### src/rtl/floor_request_queue.sv
// floor_request_queue
//
// Memory-mapped floor-request controller between the MIPS MEM stage and the
// elevator controller. Stores push floor numbers into a circular FIFO of
// pending requests. One request at a time is offered to the elevator, which
// accepts it and later reports arrival. Loads return queue status, the head
// entry and the elevator's current floor without stalling the pipeline.
//
// Register map (byte offsets from BASE_ADDR, decoded with i_addr[3:2] once
// i_addr[31:4] matches):
//   +0x0 REQ     W: push i_wdata[FLOOR_W-1:0]   R: head entry (0 if empty)
//   +0x4 STATUS  R: [15:8] count, [4] err, [3] done_sticky, [2] busy,
//                   [1] full, [0] empty
//   +0x8 CURRENT R: zero-extended i_current_floor
//   +0xC CTRL    W: bit0 flush queue, bit1 clear done_sticky and err  R: 0
//
// Handshake: o_req_valid rises with o_target_floor and both hold steady
// until the elevator raises i_req_ack for one cycle; the request is
// transferred on the rising edge where o_req_valid and i_req_ack are both
// high, and o_req_valid is low from the next cycle. The elevator then pulses
// i_arrived once; o_done pulses for one cycle after that. i_req_ack is
// ignored outside REQUEST and i_arrived is ignored outside SERVING.
//
// Ports:
//   i_clk, i_rst        clock, synchronous active-high reset
//   i_addr, i_wdata     MEM-stage byte address and store data
//   i_we                MEM-stage store strobe
//   o_rdata             combinational load data (0 when the address misses)
//   o_target_floor      floor offered to the elevator
//   o_req_valid         o_target_floor is valid
//   i_req_ack           elevator accepts the offered floor
//   i_arrived           one-cycle pulse, elevator reached the accepted floor
//   i_current_floor     elevator's present floor
//   o_done              one-cycle pulse when a request completes
//   o_fsm_state         debug view of the FSM state (0 idle, 1 request, 2 serving)

module floor_request_queue #(
    parameter int          DEPTH      = 8,
    parameter int          FLOOR_W    = 3,
    parameter int          NUM_FLOORS = 8,
    parameter logic [31:0] BASE_ADDR  = 32'h0000_0040
) (
    input  logic               i_clk,
    input  logic               i_rst,
    input  logic [31:0]        i_addr,
    input  logic [31:0]        i_wdata,
    input  logic               i_we,
    output logic [31:0]        o_rdata,
    output logic [FLOOR_W-1:0] o_target_floor,
    output logic               o_req_valid,
    input  logic               i_req_ack,
    input  logic               i_arrived,
    input  logic [FLOOR_W-1:0] i_current_floor,
    output logic               o_done,
    output logic [1:0]         o_fsm_state
);

    localparam int PTR_W = $clog2(DEPTH);
    localparam int CNT_W = PTR_W + 1;

    typedef enum logic [1:0] {
        ST_IDLE    = 2'd0,
        ST_REQUEST = 2'd1,
        ST_SERVING = 2'd2
    } state_t;

    state_t             state_q;
    logic [FLOOR_W-1:0] target_q;
    logic               req_valid_q;
    logic               done_q;
    logic               err_q;
    logic               done_sticky_q;

    logic [FLOOR_W-1:0] mem_q [DEPTH];
    logic [PTR_W-1:0]   rd_ptr_q, rd_ptr_d;
    logic [PTR_W-1:0]   wr_ptr_q, wr_ptr_d;
    logic [CNT_W-1:0]   count_q, count_d;

    // Bus decode
    logic               addr_hit;
    logic [1:0]         reg_sel;
    logic               req_wr, ctrl_wr, flush, clr_flags;
    logic [FLOOR_W-1:0] push_floor;
    logic               floor_oor;

    // Queue status and pop sources
    logic               empty, full, busy;
    logic [FLOOR_W-1:0] head;
    logic               pop_idle, pop_ack, pop;
    logic               dup, push_ok, push_err;
    logic [31:0]        status_word;

    logic               unused_addr_bits;
    assign unused_addr_bits = ^i_addr[1:0];

    assign addr_hit   = (i_addr[31:4] == BASE_ADDR[31:4]);
    assign reg_sel    = i_addr[3:2];
    assign req_wr     = i_we && addr_hit && (reg_sel == 2'd0);
    assign ctrl_wr    = i_we && addr_hit && (reg_sel == 2'd3);
    assign flush      = ctrl_wr && i_wdata[0];
    assign clr_flags  = ctrl_wr && i_wdata[1];
    assign push_floor = i_wdata[FLOOR_W-1:0];
    // Range check uses the full store word so an oversize value cannot alias
    // onto a legal floor through truncation.
    assign floor_oor  = (i_wdata >= 32'(NUM_FLOORS));

    assign empty = (count_q == '0);
    assign full  = (count_q == CNT_W'(DEPTH));
    assign busy  = (state_q != ST_IDLE);
    assign head  = mem_q[rd_ptr_q];

    // Head already at the elevator's floor completes without a handshake.
    assign pop_idle = (state_q == ST_IDLE) && !empty && (head == i_current_floor);
    assign pop_ack  = (state_q == ST_REQUEST) && i_req_ack;
    assign pop      = pop_idle || pop_ack;

    // Duplicate check against every live entry plus the in-flight target.
    always_comb begin
        dup = 1'b0;
        for (int i = 0; i < DEPTH; i++) begin
            if ((CNT_W'(i) < count_q) && (mem_q[rd_ptr_q + PTR_W'(i)] == push_floor)) begin
                dup = 1'b1;
            end
        end
        if (((state_q == ST_REQUEST) || (state_q == ST_SERVING)) && (target_q == push_floor)) begin
            dup = 1'b1;
        end
    end

    // A full queue still takes a push when the head leaves in the same cycle.
    assign push_ok  = req_wr && !flush && !floor_oor && !(full && !pop) && !dup;
    assign push_err = req_wr && !flush && (floor_oor || (full && !pop));

    always_comb begin
        rd_ptr_d = rd_ptr_q;
        wr_ptr_d = wr_ptr_q;
        count_d  = count_q;
        if (flush) begin
            rd_ptr_d = '0;
            wr_ptr_d = '0;
            count_d  = '0;
        end else begin
            if (push_ok) wr_ptr_d = wr_ptr_q + PTR_W'(1);
            if (pop)     rd_ptr_d = rd_ptr_q + PTR_W'(1);
            if (push_ok && !pop)      count_d = count_q + CNT_W'(1);
            else if (!push_ok && pop) count_d = count_q - CNT_W'(1);
        end
    end

    always_ff @(posedge i_clk) begin
        if (push_ok) mem_q[wr_ptr_q] <= push_floor;
    end

    always_ff @(posedge i_clk) begin
        if (i_rst) begin
            state_q       <= ST_IDLE;
            target_q      <= '0;
            req_valid_q   <= 1'b0;
            done_q        <= 1'b0;
            err_q         <= 1'b0;
            done_sticky_q <= 1'b0;
            rd_ptr_q      <= '0;
            wr_ptr_q      <= '0;
            count_q       <= '0;
        end else begin
            rd_ptr_q <= rd_ptr_d;
            wr_ptr_q <= wr_ptr_d;
            count_q  <= count_d;
            done_q   <= 1'b0;

            if (clr_flags) begin
                err_q         <= 1'b0;
                done_sticky_q <= 1'b0;
            end
            if (push_err) err_q <= 1'b1;

            // A completion in the same cycle as a clear still sets the
            // sticky bit (later assignment wins) so no event is lost.
            case (state_q)
                ST_IDLE: begin
                    if (pop_idle) begin
                        done_q        <= 1'b1;
                        done_sticky_q <= 1'b1;
                    end else if (!empty && !flush) begin
                        target_q    <= head;
                        req_valid_q <= 1'b1;
                        state_q     <= ST_REQUEST;
                    end
                end
                ST_REQUEST: begin
                    // Ack beats flush: the accepted floor is still served.
                    if (i_req_ack) begin
                        req_valid_q <= 1'b0;
                        state_q     <= ST_SERVING;
                    end else if (flush) begin
                        req_valid_q <= 1'b0;
                        state_q     <= ST_IDLE;
                    end
                end
                ST_SERVING: begin
                    if (i_arrived) begin
                        done_q        <= 1'b1;
                        done_sticky_q <= 1'b1;
                        state_q       <= ST_IDLE;
                    end
                end
                default: begin
                    req_valid_q <= 1'b0;
                    state_q     <= ST_IDLE;
                end
            endcase
        end
    end

    assign status_word = {16'd0, 8'(count_q), 3'd0, err_q, done_sticky_q, busy, full, empty};

    always_comb begin
        o_rdata = '0;
        if (addr_hit) begin
            case (reg_sel)
                2'd0:    o_rdata = empty ? 32'd0 : 32'(head);
                2'd1:    o_rdata = status_word;
                2'd2:    o_rdata = 32'(i_current_floor);
                default: o_rdata = '0;
            endcase
        end
    end

    assign o_target_floor = target_q;
    assign o_req_valid    = req_valid_q;
    assign o_done         = done_q;
    assign o_fsm_state    = state_q;

endmodule
### config.mk
export PLATFORM = sky130hd
export DESIGN_NAME = floor_request_queue
export DESIGN_NICKNAME = d
export VERILOG_FILES = /design/src/rtl/floor_request_queue.sv
export SDC_FILE = /design/constraint.sdc
export NUM_CORES = 1
export LEC_CHECK = 0
export ABC_CLOCK_PERIOD_IN_PS = 12700
export CAP_MARGIN = 15
export CORE_ASPECT_RATIO = 1.2
export CORE_MARGIN = 2
export CORE_UTILIZATION = 54
export CTS_CLUSTER_SIZE = 10
export DETAILED_ROUTE_END_ITERATION = 8
export PLACE_DENSITY = 0.91
export SLEW_MARGIN = 0
export SYNTH_ARGS = -nofsm -noshare
export SYNTH_HDL_FRONTEND = slang
export SYNTH_SLANG_ARGS = --single-unit
### constraint.sdc
create_clock -name i_clk -period 12.7 [get_ports i_clk]
set_input_delay 1.905 -clock i_clk [delete_from_list [all_inputs] [get_ports i_clk]]
set_output_delay 1.905 -clock i_clk [all_outputs]
set_load 0.01 [all_outputs]
-- Word level (Yosys, flattened, before mapping)
Memory sizes are Yosys's and may differ from the RTL's. A register that Yosys moved wholly into a read port is not among the register bits.
Index checks and enable logic that the tools add are counted.
- add/subtract/negate cells: 10
- magnitude comparators: 9
- equal/unequal tests: 21
- mux-type cells: 38
- bitwise logic cells: 2
- reduce and logical (&&, ||, !) cells: 46
- operator list (cell ; count):
    $pmux 12 s3 ; 1
    $ge 32x4->1 const B ; 1
    $eq 3x3->1 ; 10
    $eq 28x3->1 const B ; 1
    $logic_and 1x1->1 ; 26
    $mux 1 ; 22
    $lt 3x4->1 const A ; 4
    $add 3x3->3 const B ; 4
    $mux 12 ; 1
    $mux 2 ; 5
    $mux 3 ; 3
    $lt 1x4->1 const A ; 2
    $lt 2x4->1 const A ; 2
    $mux 4 ; 2
    $reduce_and 4->1 ; 2
    $logic_not 1->1 ; 7
    $add 3x1->3 const B ; 2
    $add 3x2->3 const B ; 2
    $eq 2x2->1 const B ; 3
    $pmux 2 s3 ; 1
    $reduce_bool 2->1 ; 3
    $add 4x1->4 const B ; 1
    $eq 2x1->1 const B ; 2
    $eq 4x4->1 const B ; 1
    other kinds (12) ; 18
- register bits: 19
- memory bits (writable): 24
- input port bits: 72
- output and inout port bits: 39
- logic and storage cells: 136
- memories kept: 1
- memories (memory ; depth ; bits a word ; read ports ; clocked after Yosys merged registers in ; wr ports ; line ; RTL):
    mem_q ; 8 ; 3 ; 8 ; 1 ; 1 ; 74 ; logic [FLOOR_W-1:0] mem_q [DEPTH];

-- Logic depth before layout (Yosys ltp)
An unclocked memory read counts as a cell.
- depth after elaboration: 18
- gate-level depth with buffers: 17
- gate-level depth less buffers: 14

-- Least setup slack after synthesis
Ideal clock, no wire load.
- kind: input-to-output
- start point: input i_addr[18]
- end point: output o_rdata[10]
- data arrival time: 3.256 ns
- required time: 10.795 ns
- slack: 7.539 ns
- cell stages on the path: 5
- buffers on the path: 0
- cell sequence: or4_1 nor3_1 nand2_1 nor2_1 and2_1
- longest elaborated chain between the ends: 2
- ends and longest elaborated chain (element ; line ; RTL):
    start, declared ; 45 ; input logic [31:0] i_addr,
    $eq 28x3->1 ; 96 ; assign addr_hit = (i_addr[31:4] == BASE_ADDR[31:4]);
    $mux 12 ; 219 ; if (addr_hit) begin
    end, declared ; 48 ; output logic [31:0] o_rdata,
Every way passes these cells.

-- Worst setup path in the final report
- start point: input i_addr[18]
- end point: output o_rdata[4]
The elaborated chain is that of the path after synthesis.

==> results.py <==
metrics = {
    "synthesis": {
        "synth_cell_type_count": 65,
        "yosysTopAreaCell": "edfxtp_1",
        "ys_seq_area_frac": 0.268,
        "synth-edff-count": 24,
        "syn_inst": 426,
        "yosysWarnings": 0,
        "synth_seq_cells": 46,
        "synth_top_area_frac": 0.166,
        "synth_flop_cell": "edfxtp_1",
        "syn_area_sq_mm": 0.00433,
        "synth_area_per_cell_sq_um": 10.2,
        "ys_async_sr_fraction": 0,
        "netlist_top_cells_area": "edfxtp_1 (17%), mux4_2 (17%), dfxtp_1 (10%), mux2i_1 (7.4%), xnor2_1 (5.9%)",
    },
    "setup_path": {
        "critPathBufInv": 2,
        "crit_fanout": 7,
        "path_delay_family": "simple AND/OR/NAND/NOR gates",
        "cp_common_cell": "clkdlybuf4s50_1",
        "cp_cell_sequence": "clkdlybuf4s50_1 > or4_1 > nor3_1 > nand2_1 > nor2_1 > and2_1 > clkdlybuf4s50_1",
        "critPathMaxStageDelay_ns": 0.56,
        "startpoint_type": "input port",
        "cp_slowest_cell": "or4_1",
        "crit_type": "in -> out",
        "cp.arrival_ns": 4.49,
        "crit_required_ns": 10.80,
        "r2r_slack_ns": 7.73,
        "end_kind": "output port",
    },
    "floorplan": {
        "rows": 35,
        "start_util": 0.559,
        "chipWidth_um": 85.7,
        "die_h_um": 102,
        "core_sq_mm": 0.00775,
        "io_pins": 111,
        "dieArea_sq_mm": 0.00875,
    },
    "layout": {
        "fin_nets": 576,
        "final_cells": 586,
        "final_common_cell": "clkdlybuf4s50_1",
        "final_cell_mix": "clkdlybuf4s50_1 (85), nor2_1 (33), mux4_2 (32), mux2i_1 (32), xnor2_1 (29)",
        "antenna_cells": 0,
        "nFillCells": 560,
        "drive_gt1_frac": 0.126,
        "design_area_sq_mm": 0.00524,
        "final_util": 0.675,
        "area_delta_synth_final_pct": 20.9,
    },
    "clocking": {
        "cts-root-buf": "clkbuf_8",
        "post_cts_resize_count": 0,
        "cts_buffers": 5,
        "cts_setup_buffers": 0,
        "clk_latency_ns": 0.31,
        "clkSinkCount": 46,
        "clockBufferDepth": 2,
        "tritoncts": "built",
        "cts_hold_buf": 0,
        "htree_levels": 2,
        "path_clk_slew_ns": 0.10,
    },
    "drt": {
        "wirelength_um": 11400,
        "via_per_inst": 6.34,
        "vias": 3718,
        "drtAntennaViolNets": 0,
        "routedWlPerCell_um": 19.5,
        "firstDrtPassIters": 9,
        "drt_iter0_markers": 307,
        "drc": 18,
    },
    "run": {
        "drv_cap": 0,
    },
    "sta": {
        "hold-worst-slack_ns": 0.490,
        "tightestPinTransition_ns": 0.995,
        "fin_crit_ns": 6.40,
        "setup_tns_ns": 0,
        "setup_viol": 0,
        "final-hold-violation-count": 0,
        "clock_skew_ns": 0.0175,
        "clock.fmax_mhz": 156,
        "slew_viol_final": 0,
        "period_share": 0.504,
        "relSlewSlack": 0.335,
        "grt_setup_unrepaired": "false",
    },
    "outcome": {
        "status": "finished, violations left",
        "violations": "DRC",
    },
    "global_route": {
        "grt_max_degree": 34,
        "antenna_found_initial": 0,
        "grt_pass1_wl_um": 17600,
        "grt_pass1_vias": 3573,
        "grt_overflow": 0,
        "track_usage": 0.259,
    },
    "power_and_ir_drop": {
        "p_int_w": 0.000458,
        "clockPowerShare": 0.174,
        "power_frac_comb": 0.558,
        "ir_drop_mv": 0.0663,
        "power.leakage_nw": 1.71,
        "switching_share": 0.383,
        "p_sw_w": 0.000285,
        "power_density_mw_per_mm2": 142,
        "p_seq_frac": 0.268,
    },
    "place": {
        "port_buffers": 85,
        "numPlacedInstances": 577,
        "gp_congestion": 0.971,
        "dp_hpwl_um": 8820,
        "dpl_cell_area_sq_mm": 0.00507,
    },
    "min_path": {
        "hp-class": "reg -> reg",
    },
}
==> through the flow <==
step	total power (W)	setup WS, ns
finish	0.000743	6.30
global route	0.000791	6.00
floorplan	0.000523	7.54
CTS	0.000739	6.29
global placement	0.000592	6.25
detailed placement	0.000610	6.29
==> area by class of cell <==
cell class              count  area (sq um)  share of cell area
inverters                  13          48.8             0.00932
repair buffers             87           886               0.169
well taps                  92           115              0.0220
clock buffers               5          68.8              0.0131
flip-flops and latches     46          1160               0.222
clock inverters             3          63.8              0.0122
multi-input cells         340          2890               0.552
==> synth_stat cells, types with 3 or more instances <==
library cell / number
a211oi_1: 4
a21oi_1: 15
a32oi_1: 3
and2_1: 9
and3_1: 4
and4_1: 3
buf_2: 11
buf_4: 24
buf_6: 3
clkbuf_1: 9
dfxtp_1: 22
edfxtp_1: 24
ha_1: 11
inv_1: 11
mux2_2: 3
mux2i_1: 32
mux4_2: 32
nand2_1: 22
nand2b_1: 3
nand3_1: 7
nand4_1: 11
nor2_1: 33
nor2b_1: 3
nor3_1: 13
nor4_1: 14
o21ai_0: 4
o22ai_1: 3
or2_2: 3
xnor2_1: 29
xor2_1: 11
==> power by group through the flow <==
stage	Combinational (W)	Sequential, W	Clock [W]
after global routing	0.000450	0.000202	0.000138
after CTS	0.000407	0.000201	0.000131
after floorplan	0.000333	0.000191	0
final	0.000414	0.000199	0.000130
after detailed placement	0.000405	0.000205	0
after global placement	0.000389	0.000203	0
==> tightest hold or removal path: stages (launching register included) <==
cell and delay, ns:
dfxtp_1 0.34, nand2_1 0.06, a21oi_1 0.05
==> worst paths after layout <==
check	startpoint	endpoint	cells after the start
worst max-delay path	i_addr[18]	o_rdata[4]	7
worst min register to register	o_target_floor[2]	o_target_floor[2]	2
worst max register to register	rd_ptr_q[0]	mem_q[2][1]	11
worst min-delay path	o_target_floor[2]	o_target_floor[2]	2
==> routing by layer <==
metal,part of all wire,GRT usage
met3,0.095,0.0557
met4,0.037,0.114
met5,0,0
met2,0.52,0.473
met1,0.35,0.291
==> flip-flops by register name, summed over array words and instances (netlist names), named ones only <==
register	count
count_q	4
done_sticky_q	1
err_q	1
mem_q	24
o_done	1
o_fsm_state	2
o_req_valid	1
o_target_floor	3
rd_ptr_q	3
wr_ptr_q	3
==> logic make-up after synthesis <==
| family | synth area share |
|---|---|
| AND/OR/NAND/NOR | 0.188 |
| multiplexers | 0.256 |
| buffers and inverters | 0.0829 |
| AO/OA/AOI/OAI | 0.0835 |
| flip-flops | 0.268 |
| XOR/XNOR | 0.0884 |
| adder cells (fa/ha/maj) | 0.0318 |
| other | 0.000866 |
Power figures use the tool's default switching activity.
